$ cat config.mk
export PLATFORM = sky130hd
export DESIGN_NAME = barrel_sched
export DESIGN_NICKNAME = d
export VERILOG_FILES = /design/src/rtl/barrel_sched.sv
export SDC_FILE = /design/constraint.sdc
export NUM_CORES = 1
export LEC_CHECK = 0
export CORE_MARGIN = 3
export CORE_UTILIZATION = 55
export DETAILED_ROUTE_END_ITERATION = 12
export PLACE_DENSITY = 0.79
export SKIP_CTS_REPAIR_TIMING = 1
export SLEW_MARGIN = 20
export SYNTH_ARGS = -nofsm -noshare
export SYNTH_HDL_FRONTEND = slang
export SYNTH_SLANG_ARGS = --single-unit
$ cat constraint.sdc
create_clock -name clk -period 2.68 [get_ports clk]
set_input_delay 0.67 -clock clk [delete_from_list [all_inputs] [get_ports clk]]
set_output_delay 0.67 -clock clk [all_outputs]
set_load 0.005 [all_outputs]
$ cat src/rtl/barrel_sched.sv
// Round-robin scheduler for two requesters sharing one 32-bit logical barrel shifter.
// Optional per-requester grant counters are enabled by defining BARREL_SCHED_STATS_EN.
module barrel_sched #(
  parameter int PRIO_INIT = 0,
  parameter int CNT_W     = 16
) (
  input  logic             clk,
  input  logic             rst_n,
  input  logic             req0_valid,
  output logic             req0_ready,
  input  logic [31:0]      req0_data,
  input  logic             req0_dir,
  input  logic [4:0]       req0_sh,
  input  logic             req1_valid,
  output logic             req1_ready,
  input  logic [31:0]      req1_data,
  input  logic             req1_dir,
  input  logic [4:0]       req1_sh,
  output logic             rsp0_valid,
  input  logic             rsp0_ready,
  output logic             rsp1_valid,
  input  logic             rsp1_ready,
  output logic [31:0]      rsp_data,
  output logic [1:0]       dbg_state_o
`ifdef BARREL_SCHED_STATS_EN
  ,
  output logic [CNT_W-1:0] gnt_cnt0,
  output logic [CNT_W-1:0] gnt_cnt1
`endif
);

  // Handshakes: a transfer happens on a rising edge where valid and ready are both 1.
  // req*_ready depends only on state, prio and req*_valid; rsp*_valid is registered.
  typedef enum logic [1:0] {
    S_IDLE  = 2'd0,
    S_SHIFT = 2'd1,
    S_RESP  = 2'd2
  } state_t;

  state_t      state_q;
  logic        prio_q;
  logic        gid_q;
  logic [31:0] op_data_q;
  logic        op_dir_q;
  logic [4:0]  op_sh_q;
  logic [31:0] rsp_data_q;
  logic        rsp0_valid_q;
  logic        rsp1_valid_q;

  logic [31:0] shift_d;
  logic        gnt0;
  logic        gnt1;
  logic        rsp_hs;

  if ((PRIO_INIT != 0 && PRIO_INIT != 1) || CNT_W < 1) begin : g_param_check
    $error("barrel_sched: PRIO_INIT must be 0 or 1 and CNT_W at least 1");
  end

  always_comb begin
    shift_d = op_dir_q ? (op_data_q >> op_sh_q) : (op_data_q << op_sh_q);
    // Priority only matters when both requesters are valid.
    gnt0    = (state_q == S_IDLE) && req0_valid && (!req1_valid || !prio_q);
    gnt1    = (state_q == S_IDLE) && req1_valid && (!req0_valid || prio_q);
    rsp_hs  = (state_q == S_RESP) && (gid_q ? rsp1_ready : rsp0_ready);
  end

  assign req0_ready  = gnt0;
  assign req1_ready  = gnt1;
  assign rsp0_valid  = rsp0_valid_q;
  assign rsp1_valid  = rsp1_valid_q;
  assign rsp_data    = rsp_data_q;
  assign dbg_state_o = state_q;

  always_ff @(posedge clk or negedge rst_n) begin
    if (!rst_n) begin
      state_q      <= S_IDLE;
      prio_q       <= (PRIO_INIT != 0);
      gid_q        <= 1'b0;
      op_data_q    <= 32'd0;
      op_dir_q     <= 1'b0;
      op_sh_q      <= 5'd0;
      rsp_data_q   <= 32'd0;
      rsp0_valid_q <= 1'b0;
      rsp1_valid_q <= 1'b0;
    end else begin
      case (state_q)
        S_IDLE: begin
          if (gnt0 || gnt1) begin
            gid_q     <= gnt1;
            op_data_q <= gnt1 ? req1_data : req0_data;
            op_dir_q  <= gnt1 ? req1_dir  : req0_dir;
            op_sh_q   <= gnt1 ? req1_sh   : req0_sh;
            state_q   <= S_SHIFT;
          end
        end
        S_SHIFT: begin
          rsp_data_q   <= shift_d;
          rsp0_valid_q <= !gid_q;
          rsp1_valid_q <= gid_q;
          state_q      <= S_RESP;
        end
        S_RESP: begin
          // Priority moves only here, so a waiting requester always gets the next grant.
          if (rsp_hs) begin
            rsp0_valid_q <= 1'b0;
            rsp1_valid_q <= 1'b0;
            prio_q       <= !gid_q;
            state_q      <= S_IDLE;
          end
        end
        default: begin
          rsp0_valid_q <= 1'b0;
          rsp1_valid_q <= 1'b0;
          state_q      <= S_IDLE;
        end
      endcase
    end
  end

`ifdef BARREL_SCHED_STATS_EN
  logic [CNT_W-1:0] cnt0_q;
  logic [CNT_W-1:0] cnt1_q;

  always_ff @(posedge clk or negedge rst_n) begin
    if (!rst_n) begin
      cnt0_q <= '0;
      cnt1_q <= '0;
    end else begin
      if (gnt0) cnt0_q <= cnt0_q + CNT_W'(1);
      if (gnt1) cnt1_q <= cnt1_q + CNT_W'(1);
    end
  end

  assign gnt_cnt0 = cnt0_q;
  assign gnt_cnt1 = cnt1_q;
`endif

endmodule

After elaboration in Yosys (flattened, before gate mapping)
Cells that the tools add are included.

storage, ports and cells
  register bits = 76
  bits in latches = 0
  RAM bits = 0
  bits in read-only memories = 0
  input bits = 82
  output and inout port bits = 38
  logic and storage cells = 44
  memories kept = 0

cells by class
  add/subtract/negate cells = 0
  $mul = 0
  div/mod/pow operators = 0
  order comparisons = 0
  equal/unequal tests = 4
  shifts and indexed selects = 2
  muxes and demuxes = 11
  bitwise logic cells = 1
  reductions and logical operators = 17

operators with widths
  operator              count
  $mux W32              2
  $shl A32 B5 Y32       1
  $shr A32 B5 Y32       1
  $reduce_and A2 Y1     4
  $pmux W1 S3           2
  $pmux W2 S3           1
  $logic_and A1 B1 Y1   5
  $mux W5               1
  $logic_not A1 Y1      4
  $mux W2               2
  $logic_or A1 B1 Y1    3
  $mux W1               3
  $eq A2 B1 Y1 const B  1
  $eq A2 B2 Y1 const B  1
  $logic_not A2 Y1      1
  $ne A2 B1 Y1 const B  1
  $ne A2 B2 Y1 const B  1
  $not A1 Y1            1

Longest topological paths before layout
  depth in word-level cells = 6
  depth in mapped cells = 9
  depth with buffers taken out = 5

Worst setup path before layout
OpenSTA, ideal clock, no wires.

  path kind = register to register
  from = register op_sh_q[0]
  to = register rsp_data_q[7] (netlist: rsp_data[7])
  library setup time = 0.147 ns
  arrival time = 1.838 ns
  required time = 2.533 ns
  slack = 0.696 ns
  stages on the path, launching flop included = 7
  buffers on the path = 1
  period minus slack after synthesis = 1.984 ns
  cell sequence = dfrtp_1 > buf_6 > mux4_2 > mux2_2 > a311o_1 > a211oi_1 > a311oi_1

between the ends
  cells in the longest elaborated chain, start to end = 2
  elaborated cells on any way between the ends = 3
  classes of those cells = shift (2); mux (1)

RTL lines
  what                                                RTL line  text
  from (decl)                                         45        logic [4:0] op_sh_q;
  from (signal assigned)                              92        op_sh_q <= gnt1 ? req1_sh : req0_sh;
  $shl A32 B5 Y32 or $shr A32 B5 Y32 (tied branches)  60        shift_d = op_dir_q ? (op_data_q >> op_sh_q) : (op_data_q << op_sh_q);
  $mux W32 (*)                                        60
  to (signal assigned)                                97        rsp_data_q <= shift_d;
  to (decl)                                           46        logic [31:0] rsp_data_q;

Mark *: on every way between the ends. The rest lies on a longest branch, timed or not.
A chain may end at the register's enable or synchronous reset.

Worst setup path after layout
  from = input port req0_valid
  to = output port req1_ready

between the ends
  cells in the longest elaborated chain, start to end = 3

RTL lines
  what                 RTL line  text
  from (decl)          9         input logic req0_valid,
  $logic_not A1 Y1     63        gnt1 = (state_q == S_IDLE) && req1_valid && (!req0_valid || prio_q);
  $logic_or A1 B1 Y1   63
  $logic_and A1 B1 Y1  63
  to (decl)            15        output logic req1_ready,

Every way passes these cells.

==> impl_metrics.py <==
metrics = {
    "floorplan": {
        "top_level_ports": 120,
        "placeableCoreArea_mm2": 0.0129,
        "fp-row-count": 41,
        "die_height_um": 122,
        "die_w_um": 122,
        "fp.dieArea_mm2": 0.0149,
        "floorplan.initialDensity": 0.575,
    },
    "grt": {
        "pin_count_of_the_biggest_net_entering_global_routing": 78,
        "groute.layer.met2.usage": 0.587,
        "grt_util_met3": 0.0859,
        "vias_in_the_first_global_route": 7152,
        "grt.overflow.total": 0,
        "grt_antenna_before_repair": 0,
        "grt_usage": 0.368,
        "met1_usage": 0.489,
        "grt-busiest-layer": "met2",
        "grt_pass1_wl_mm": 41.5,
    },
    "synth": {
        "ys_warn_count": 0,
        "post_synth_top_flop": "dfrtp_1",
        "yosys_register_bits": 76,
        "yosys.cell_types.count": 62,
        "synth_cells": 831,
        "synth_enable_flop_cells": 0,
        "ys_seq_area_frac": 0.257,
        "synth_area_mm2": 0.00741,
        "postSynthNetCount": 913,
        "syn-mean-instance-area_um2": 8.91,
        "synth-async-reset-ratio": 1.00,
    },
    "timing": {
        "setup_viol_count_final": 0,
        "report.final.hold_viol_count": 0,
        "final.period_utilization": 0.972,
        "rsz0062_at_grt": "false",
        "fin_crit_ns": 2.61,
        "slew-limit-headroom": 0.559,
        "aggregate_negative_setup_slack_ns": 0,
        "worst-slew-pin-transition_ns": 0.656,
        "fin_skew_ns": 0.00881,
        "max_freq_mhz": 384,
        "slew_viol_final": 0,
    },
    "layout": {
        "fill_cells": 1004,
        "final_core_util": 0.694,
        "n_antenna_cell": 0,
        "post_route_cells_drive_above_1_share": 0.183,
        "finish.net_count": 993,
        "final_common_cell": "nand2_1",
        "most_used_cells_in_the_layout_excluding_fill_and_tap_cells": "nand2_1 (152), clkdlybuf4s50_1 (118), nor2_1 (88)",
        "area_delta_synth_final_pct": 20.7,
    },
    "setup_path": {
        "timing.critical_path.slowest_stage_cell": "clkdlybuf4s50_1",
        "crit_path_capture": "req1_ready",
        "cp_slowest_stage_delay_ns": 0.51,
        "r2r-end": "rsp_data[12]$_DFFE_PN0N_",
        "regToRegSetupSlack_ns": 0.11,
        "ff2ff_path_depth": 7,
        "setup.worst_path.start": "req0_valid",
        "kind_of_capture_point_of_the_worst_setup_path": "output port",
        "rr_startpoint": "op_sh_q[0]$_DFFE_PN0P_",
        "cp.buffers_inverters": 3,
        "cpMostUsedCell": "clkdlybuf4s50_1",
        "timing.setup.critical_path_class": "input port to output port",
        "cp_data_required_time_ns": 2.01,
        "path_delay_family": "buffers and inverters",
        "critPathArrivalTime_ns": 1.94,
        "critPathMaxFanout": 3,
        "crit_path_cell_trace": "clkdlybuf4s50_1 > nand2b_1 > nand3_1 > inv_1 > clkdlybuf4s50_1",
        "worstSetupPathDepth": 5,
        "timing.critical_path.from_type": "input port",
    },
    "clock_network": {
        "clock_latency_ns": 0.36,
        "cts.reportedPaths.clkPinSlew_ns": 0.06,
        "tritoncts": "built",
        "htreeDepth": 3,
        "clk_root_buffer_cell": "clkbuf_16",
        "cts-buffers-inserted": 9,
        "clock_sinks": 76,
        "ctsLongestPathBuffers": 2,
    },
    "worst_hold_path": {
        "hold_class": "input port to async pin",
    },
    "route": {
        "vias_per_cell": 6.91,
        "detail_route.iter0.violations": 1304,
        "postRouteAntennaNets": 0,
        "route.detailed.wl_per_inst_um": 24.6,
        "routed_wl_mm": 26.8,
        "drc_errors": 0,
        "num_vias": 7515,
        "firstDrtPassIters": 6,
    },
    "run": {
        "drv_cap": 0,
    },
    "outcome": {
        "run_status": "completed",
    },
    "place": {
        "count_of_buffers_from_port_buffering": 119,
        "dpl.hpwl_mm": 20.3,
        "routabilityCongestion": 1.03,
    },
    "pwr": {
        "power.density_cell_area_mw_per_mm2": 1600,
        "ir_worst_vdd_uv": 660,
        "total_leakage_power_nw": 3.49,
    },
}
==> per-stage QoR <==
| stage | hold slack (ns) | total power, mW | std cells | cell area (um2) | worst slack (ns) |
|---|---|---|---|---|---|
| CTS | 0.299 | 14.0 | 1088 | 8940 | 0.0701 |
| global placement | 0.487 | 12.5 | 1072 | 8630 | 0.0794 |
| floorplan | 0.374 | 9.44 | 831 | 7410 | 0.696 |
| detailed placement | 0.481 | 12.7 | 1072 | 8630 | 0.0729 |
| finish | 0.292 | 14.3 | 1088 | 8940 | 0.0741 |
| global route | 0.323 | 15.0 | 1088 | 8940 | 0.0121 |
==> state kept, by name, summed over array words and instances (netlist names) <==
signal and cells:
op_data_q 32, dbg_state_o 2, gid_q 1, prio_q 1, rsp0_valid 1, rsp1_valid 1
op_dir_q 1, op_sh_q 5, rsp_data 32
==> area by class of cell <==
cell class	count	area, um2	area share
clock buffers	10	239	0.0267
clock inverters	6	71.3	0.00798
inverters	6	22.5	0.00252
multi-input cells	651	4860	0.543
flip-flops and latches	76	1910	0.214
well taps	172	215	0.0241
repair buffers	167	1620	0.182
==> cell usage after synthesis, drive strengths merged (2+ instances only) <==
cell	number	share of area
nor2b	9	0.0076
o21a	2	0.0020
a311o	2	0.0027
a21oi	27	0.018
and2	4	0.0035
a211oi	6	0.0061
a32oi	3	0.0035
nand3b	3	0.0030
mux4	58	0.18
or2	4	0.0034
a41oi	2	0.0024
o22ai	16	0.014
mux2i	49	0.066
inv	5	0.0025
o21ai	19	0.013
buf	41	0.037
a22oi	8	0.0081
dfrtp	76	0.26
o211ai	18	0.018
o22a	3	0.0035
and2b	2	0.0024
nor4	7	0.0059
nor3	13	0.0095
a31oi	68	0.057
o31ai	3	0.0030
and3	2	0.0017
clkbuf	56	0.046
a2bb2oi	2	0.0024
nor2	88	0.045
nand3	11	0.0074
o221ai	6	0.0079
a221oi	8	0.0095
nand2b	12	0.010
mux2	32	0.049
nand2	152	0.077
a311oi	3	0.0035
==> cells by family (layout without fill, tap and decap cells) <==
kind of cell	count (synthesis)	count (layout)	share of synthesized area
AND/OR/NAND/NOR	309	309	0.178
AO/OA/AOI/OAI	203	203	0.183
multiplexers	139	139	0.294
buffers and inverters	104	189	0.0880
flip-flops	76	76	0.257
==> worst min-delay path by stage <==
| stage | startpoint | end | cells past startpoint |
|---|---|---|---|
| after detailed placement | rsp_data[2]$_DFFE_PN0N_ | rsp_data[2]$_DFFE_PN0N_ | 1 |
| after CTS | rst_n | dbg_state_o[1]$_DFFE_PN0P_ | 1 |
| after global routing | rst_n | dbg_state_o[1]$_DFFE_PN0P_ | 1 |
| after floorplan | rst_n | dbg_state_o[0]$_DFFE_PN0P_ | 0 |
| final | rst_n | dbg_state_o[1]$_DFFE_PN0P_ | 1 |
| after global placement | rsp1_valid$_DFFE_PN0P_ | rsp1_valid$_DFFE_PN0P_ | 2 |
==> worst register-to-register path: stages (launching register included) <==
cell and delay [ns]:
dfrtp_4 0.65, buf_12 0.25, buf_4 0.19, mux4_2 0.50, mux2i_1 0.44, nand2_1 0.17
o211ai_1 0.14, a21oi_1 0.10
==> layer usage <==
| layer | vias to the layer above | share of wire |
|---|---|---|
| met5 | - | 0 |
| met4 | 0 | 0.035 |
| li1 | 3267 | - |
| met2 | 565 | 0.46 |
| met3 | 83 | 0.11 |
| met1 | 3600 | 0.39 |
==> where the power goes <==
part | internal [mW] | leakage (nW) | switching [mW]
Clock | 0.755 | 0.146 | 0.539
Combinational | 4.58 | 2.47 | 5.51
Sequential | 1.73 | 0.870 | 1.22
Total | 7.07 | 3.49 | 7.27
(Power assumes the default switching activity.)
==> patch 1 (same settings) <==
Register the output `dbg_state_o` once more, with the module's reset; this adds one clock of latency there. The other outputs are not delayed to match.
--- a/src/rtl/barrel_sched.sv
+++ b/src/rtl/barrel_sched.sv
@@ -69,7 +69,13 @@
   assign rsp0_valid  = rsp0_valid_q;
   assign rsp1_valid  = rsp1_valid_q;
   assign rsp_data    = rsp_data_q;
-  assign dbg_state_o = state_q;
+  always_ff @(posedge clk or negedge rst_n) begin
+    if (!rst_n) begin
+      dbg_state_o <= '0;
+    end else begin
+      dbg_state_o <= state_q;
+    end
+  end
 
   always_ff @(posedge clk or negedge rst_n) begin
     if (!rst_n) begin
Check against the original RTL: not equivalent (Yosys sat finds a counterexample within 4 cycles, from zero or initial values and one cycle with rst_n low).
==> patch 1 against the unedited design <==
Worst setup slack got worse by 0.010 ns. Wire length up 1.6%. Sequential cell count grew 2. First-iteration DRC count shrank 22%. Design area grew 0.17%. Register-to-register slack gained 0.07 ns. Area after synthesis decreased by 3.3%. Total power up 1.3%. Largest power group unchanged.
==> patch 1: results (changes against the unedited design) <==
Slew HR -> 35.00% (-21 points)
Seq/Total Area, Yosys -> 27.24% (+1.6 points)
Mapped Nets -> 891 (-2.4%)
Global-route wire length before repair -> 42150 um (+1.6%)
Setup WS pre-CTS -> -0.02840 ns (-0.1013 ns)
LEAKAGE -> 3.525 nW (+1.1%)
Layout area overhead -> 24.97%
Status -> complete, no violations
Post-synthesis mux area share -> 31.52% (+2.1 points)
Placer congestion estimate -> 1.078 (+4.8%)
Placed Cells -> 1065 (-0.65%)
Met2 Track Usage GR -> 60.59% (+1.9 points)
Routed length on met3 -> 2749 um (-9.4%)
DR WL met2 -> 12620 um (+1.8%)
Synth cell types -> 54 (-13%)
Compound-cell area share of the yosys netlist -> 18.21% (-0.11 points)
Wire per inst -> 25.18 um (+2.2%)
Final #Nets -> 987 (-0.60%)
Reg2reg path depth -> 6 (-1)
Share of cells above drive strength 1 -> 20.55% (+2.2 points)
Clock Skews -> 0.008882 ns (+0.00006964 ns)
Peak supply drop -> 0.8864 mV (+34%)
Top sig layer -> met5
CTS Buf Count -> 9 (unchanged)
Critical Path Fanout Max -> 3 (unchanged)
Synth cell count leaders -> 130 x nand2_1, 95 x nor2_1, 78 x dfrtp_1
Drt first-iter violations -> 1019 (-22%)
Vias -> 7331 (-2.4%)
GR Util All Layers -> 38.44% (+1.6 points)
Initial antenna violation count -> 3 (+3)
Area after DPL -> 0.008638 sq mm (+0.10%)
Layout fillers -> 1001 (-0.30%)
==> patch 1: cell count changes in the layout (fill, tap and decap cells not counted), sizes merged, moves of 5 or more <==
cell / delta
mux4: -7
nor2: +7
a31oi: -16
o211ai: -6
o22ai: -5
buf: +10
nor4: -7
mux2: +15
nand2: -22
mux2i: +9
==> patch 1: cells by family (layout without fill, tap and decap cells) <==
| kind of cell | after synthesis | after routing |
|---|---|---|
| AOI/OAI and AO/OA | 192 | 192 |
| buffers and inverters | 99 | 200 |
| DFF | 78 | 78 |
| muxes | 156 | 156 |
| and+or+nand+nor | 284 | 284 |
==> patch 1: power breakdown <==
part	internal, W	total [W]	leakage (nW)	switching, W
Combinational	0.00477	0.0103	2.50	0.00554
Clock	0.000682	0.00120	0.131	0.000523
Sequential	0.00178	0.00302	0.893	0.00123
Total	0.00723	0.0145	3.52	0.00729
==> patch 1: path summary, 6_finish.rpt <==
check	endpoint	startpoint	slack, ns
setup / recovery	req1_ready	req1_valid	0.06
hold / removal	rsp1_valid	rst_n	0.31
setup reg to reg	rsp_data[2]	op_sh_q[0]	0.18
hold reg to reg	rsp_data[13]	rsp_data[13]	0.52
max in group asynchronous	op_dir_q	rst_n	1.74
min in group clk	rsp_data[13]	rsp_data[13]	0.52
==> patch 1: cell type report <==
| cell class | count | area, sq um | area share (%) |
|---|---|---|---|
| multi-input combinational | 632 | 4772 | 53.29 |
| clock buffer | 12 | 256.5 | 2.864 |
| timing repair buffer | 177 | 1697 | 18.95 |
| sequential | 78 | 1957 | 21.85 |
| clock inverter | 4 | 31.28 | 0.3493 |
| inverter | 7 | 26.28 | 0.2934 |
| tap | 172 | 215.2 | 2.403 |
==> patch 1: worst max-delay path: stages <==
cell	delay, ns
clkdlybuf4s50_1	0.56
nand3_2	0.12
inv_1	0.09
clkdlybuf4s50_1	0.50
==> patch 2 (config.mk and constraints unchanged) <==
Without the edit above. Add a define of `BARREL_SCHED_STATS_EN`.
--- a/src/rtl/barrel_sched.sv
+++ b/src/rtl/barrel_sched.sv
@@ -1,5 +1,7 @@
 // Round-robin scheduler for two requesters sharing one 32-bit logical barrel shifter.
 // Optional per-requester grant counters are enabled by defining BARREL_SCHED_STATS_EN.
+`define BARREL_SCHED_STATS_EN
+
 module barrel_sched #(
   parameter int PRIO_INIT = 0,
   parameter int CNT_W     = 16
Behaviour (old outputs only; new: gnt_cnt0 and gnt_cnt1): unchanged (equiv_simple and equiv_induct, registers matched by name and starting in step).
==> patch 2 against the unedited design <==
Worst setup slack got worse by 0.0087 ns. Combinational power grew 7%. Design area up 22%. Wire length up 8.1%. First-iteration DRC count decreased by 19%. Fmax decreased by 0.33%. Sequential cell count increased by 32. Largest cell class unchanged. Clock skew increased by 0.0058 ns. Area after synthesis grew 17%. Total power increased by 9.4%. Critical endpoint unchanged. Register-to-register slack improved by 0.06 ns.
==> patch 2: results (changes against the unedited design) <==
Reg2reg setup slack -> 0.17 ns (+0.06 ns)
Global-route wire length before repair -> 46370 um (+12%)
Synth cell count leaders -> 141 x nand2_1, 108 x dfrtp_1, 103 x nor2_1
Drt pass-1 iters -> 5 (-1)
Peak supply drop -> 0.8083 mV (+23%)
Worst r2r dst -> rsp_data[18]
Synth cell types -> 71 (+15%)
Setup WS pre-CTS -> -0.01405 ns (-0.08695 ns)
LEAKAGE -> 4.439 nW (+27%)
Share of cells above drive strength 1 -> 16.56% (-1.8 points)
Slew HR -> 50.59% (-5.3 points)
PortBufs -> 151 (+27%)
Seq/Total Area, Yosys -> 31.05% (+5.4 points)
Drt first-iter violations -> 1052 (-19%)
Final #Nets -> 1178 (+19%)
Number of global-route vias before repair -> 8340 (+17%)
HPWL after DPL -> 21650 um (+6.9%)
Largest net degree at the start of global routing -> 56 (-28%)
Clock Skews -> 0.01458 ns (+0.005771 ns)
GR Util All Layers -> 33.28% (-3.6 points)
Wire per inst -> 22.13 um (-10%)
Placer congestion estimate -> 1.019 (-0.91%)
Clk slew on worst S/H paths -> 0.07 ns
Status -> complete, no violations
Synth area leaders -> dfrtp_1 31%, mux4_2 12%, mux2i_1 6.2%
Layout fillers -> 1247 (+24%)
Max_cap viols -> 0 (unchanged)
==> patch 2: final cells by class <==
type                            instances  area, sq um  share of cell area, %
Multi-Input combinational cell        750         5499                  50.35
Inverter                               10        37.54                 0.3437
Clock buffer                            9        225.2                  2.062
Tap cell                              211        264.0                  2.417
Sequential cell                       108         2710                  24.81
Timing Repair Buffer                  215         2092                  19.15
Clock inverter                          7        93.84                 0.8592
==> patch 2: worst max-delay path by stage <==
stage / to / slack, ns / cells after the start
floorplan: rsp_data[5] / 0.65 / 6
global route: req1_ready / 0.03 / 5
detailed placement: req0_ready / -0.01 / 4
global placement: req0_ready / -0.009 / 4
finish: req1_ready / 0.07 / 5
CTS: req0_ready / -0.02 / 4
==> patch 2: logic make-up (layout without fill, tap and decap cells) <==
kind of cell | Yosys count | in the layout | share of synthesized area [%]
AND/OR/NAND/NOR | 359 | 359 | 18.47
AO/OA/AOI/OAI | 224 | 224 | 18.40
flip-flops | 108 | 108 | 31.05
multiplexers | 135 | 135 | 22.81
buffers and inverters | 107 | 241 | 5.965
XOR/XNOR | 30 | 30 | 3.019
adder cells (fa/ha/maj) | 2 | 2 | 0.2874
==> patch 2: per-layer routing <==
metal	wire length, um	global-route usage [%]	vias up
met5	0	0	-
met4	1234	13.07	0
met3	3231	10.15	90
met2	12570	48.97	548
met1	11950	46.43	4134
li1	-	-	3850
==> patch 2: metrics by stage <==
step                      cell area, sq um  hold WS, ns   TNS (ns)  power, W  cells
final                                10920       0.2487          0   0.01569   1310
after global routing                 10920       0.2877          0   0.01657   1310
after CTS                            10900       0.2666   -0.01792   0.01537   1309
after detailed placement             10580       0.4651   -0.01405   0.01391   1293
after global placement               10580       0.4633  -0.008520   0.01382   1293
after floorplan                       8705       0.3744          0   0.01014    965
==> patch 2: report_power, final <==
part | switching (W) | total (W) | leakage [nW] | internal (W)
clock | 0.000651 | 0.00140 | 0.156 | 0.000749
combinational | 0.00577 | 0.0108 | 2.99 | 0.00500
sequential | 0.00123 | 0.00352 | 1.29 | 0.00229
total | 0.00766 | 0.0157 | 4.44 | 0.00804
==> patch 2: critical path, delay by kind of cell <==
family / cells / cell delay [ns]
and+or+nand+nor: 2 / 0.21
buffers and inverters: 3 / 1.06
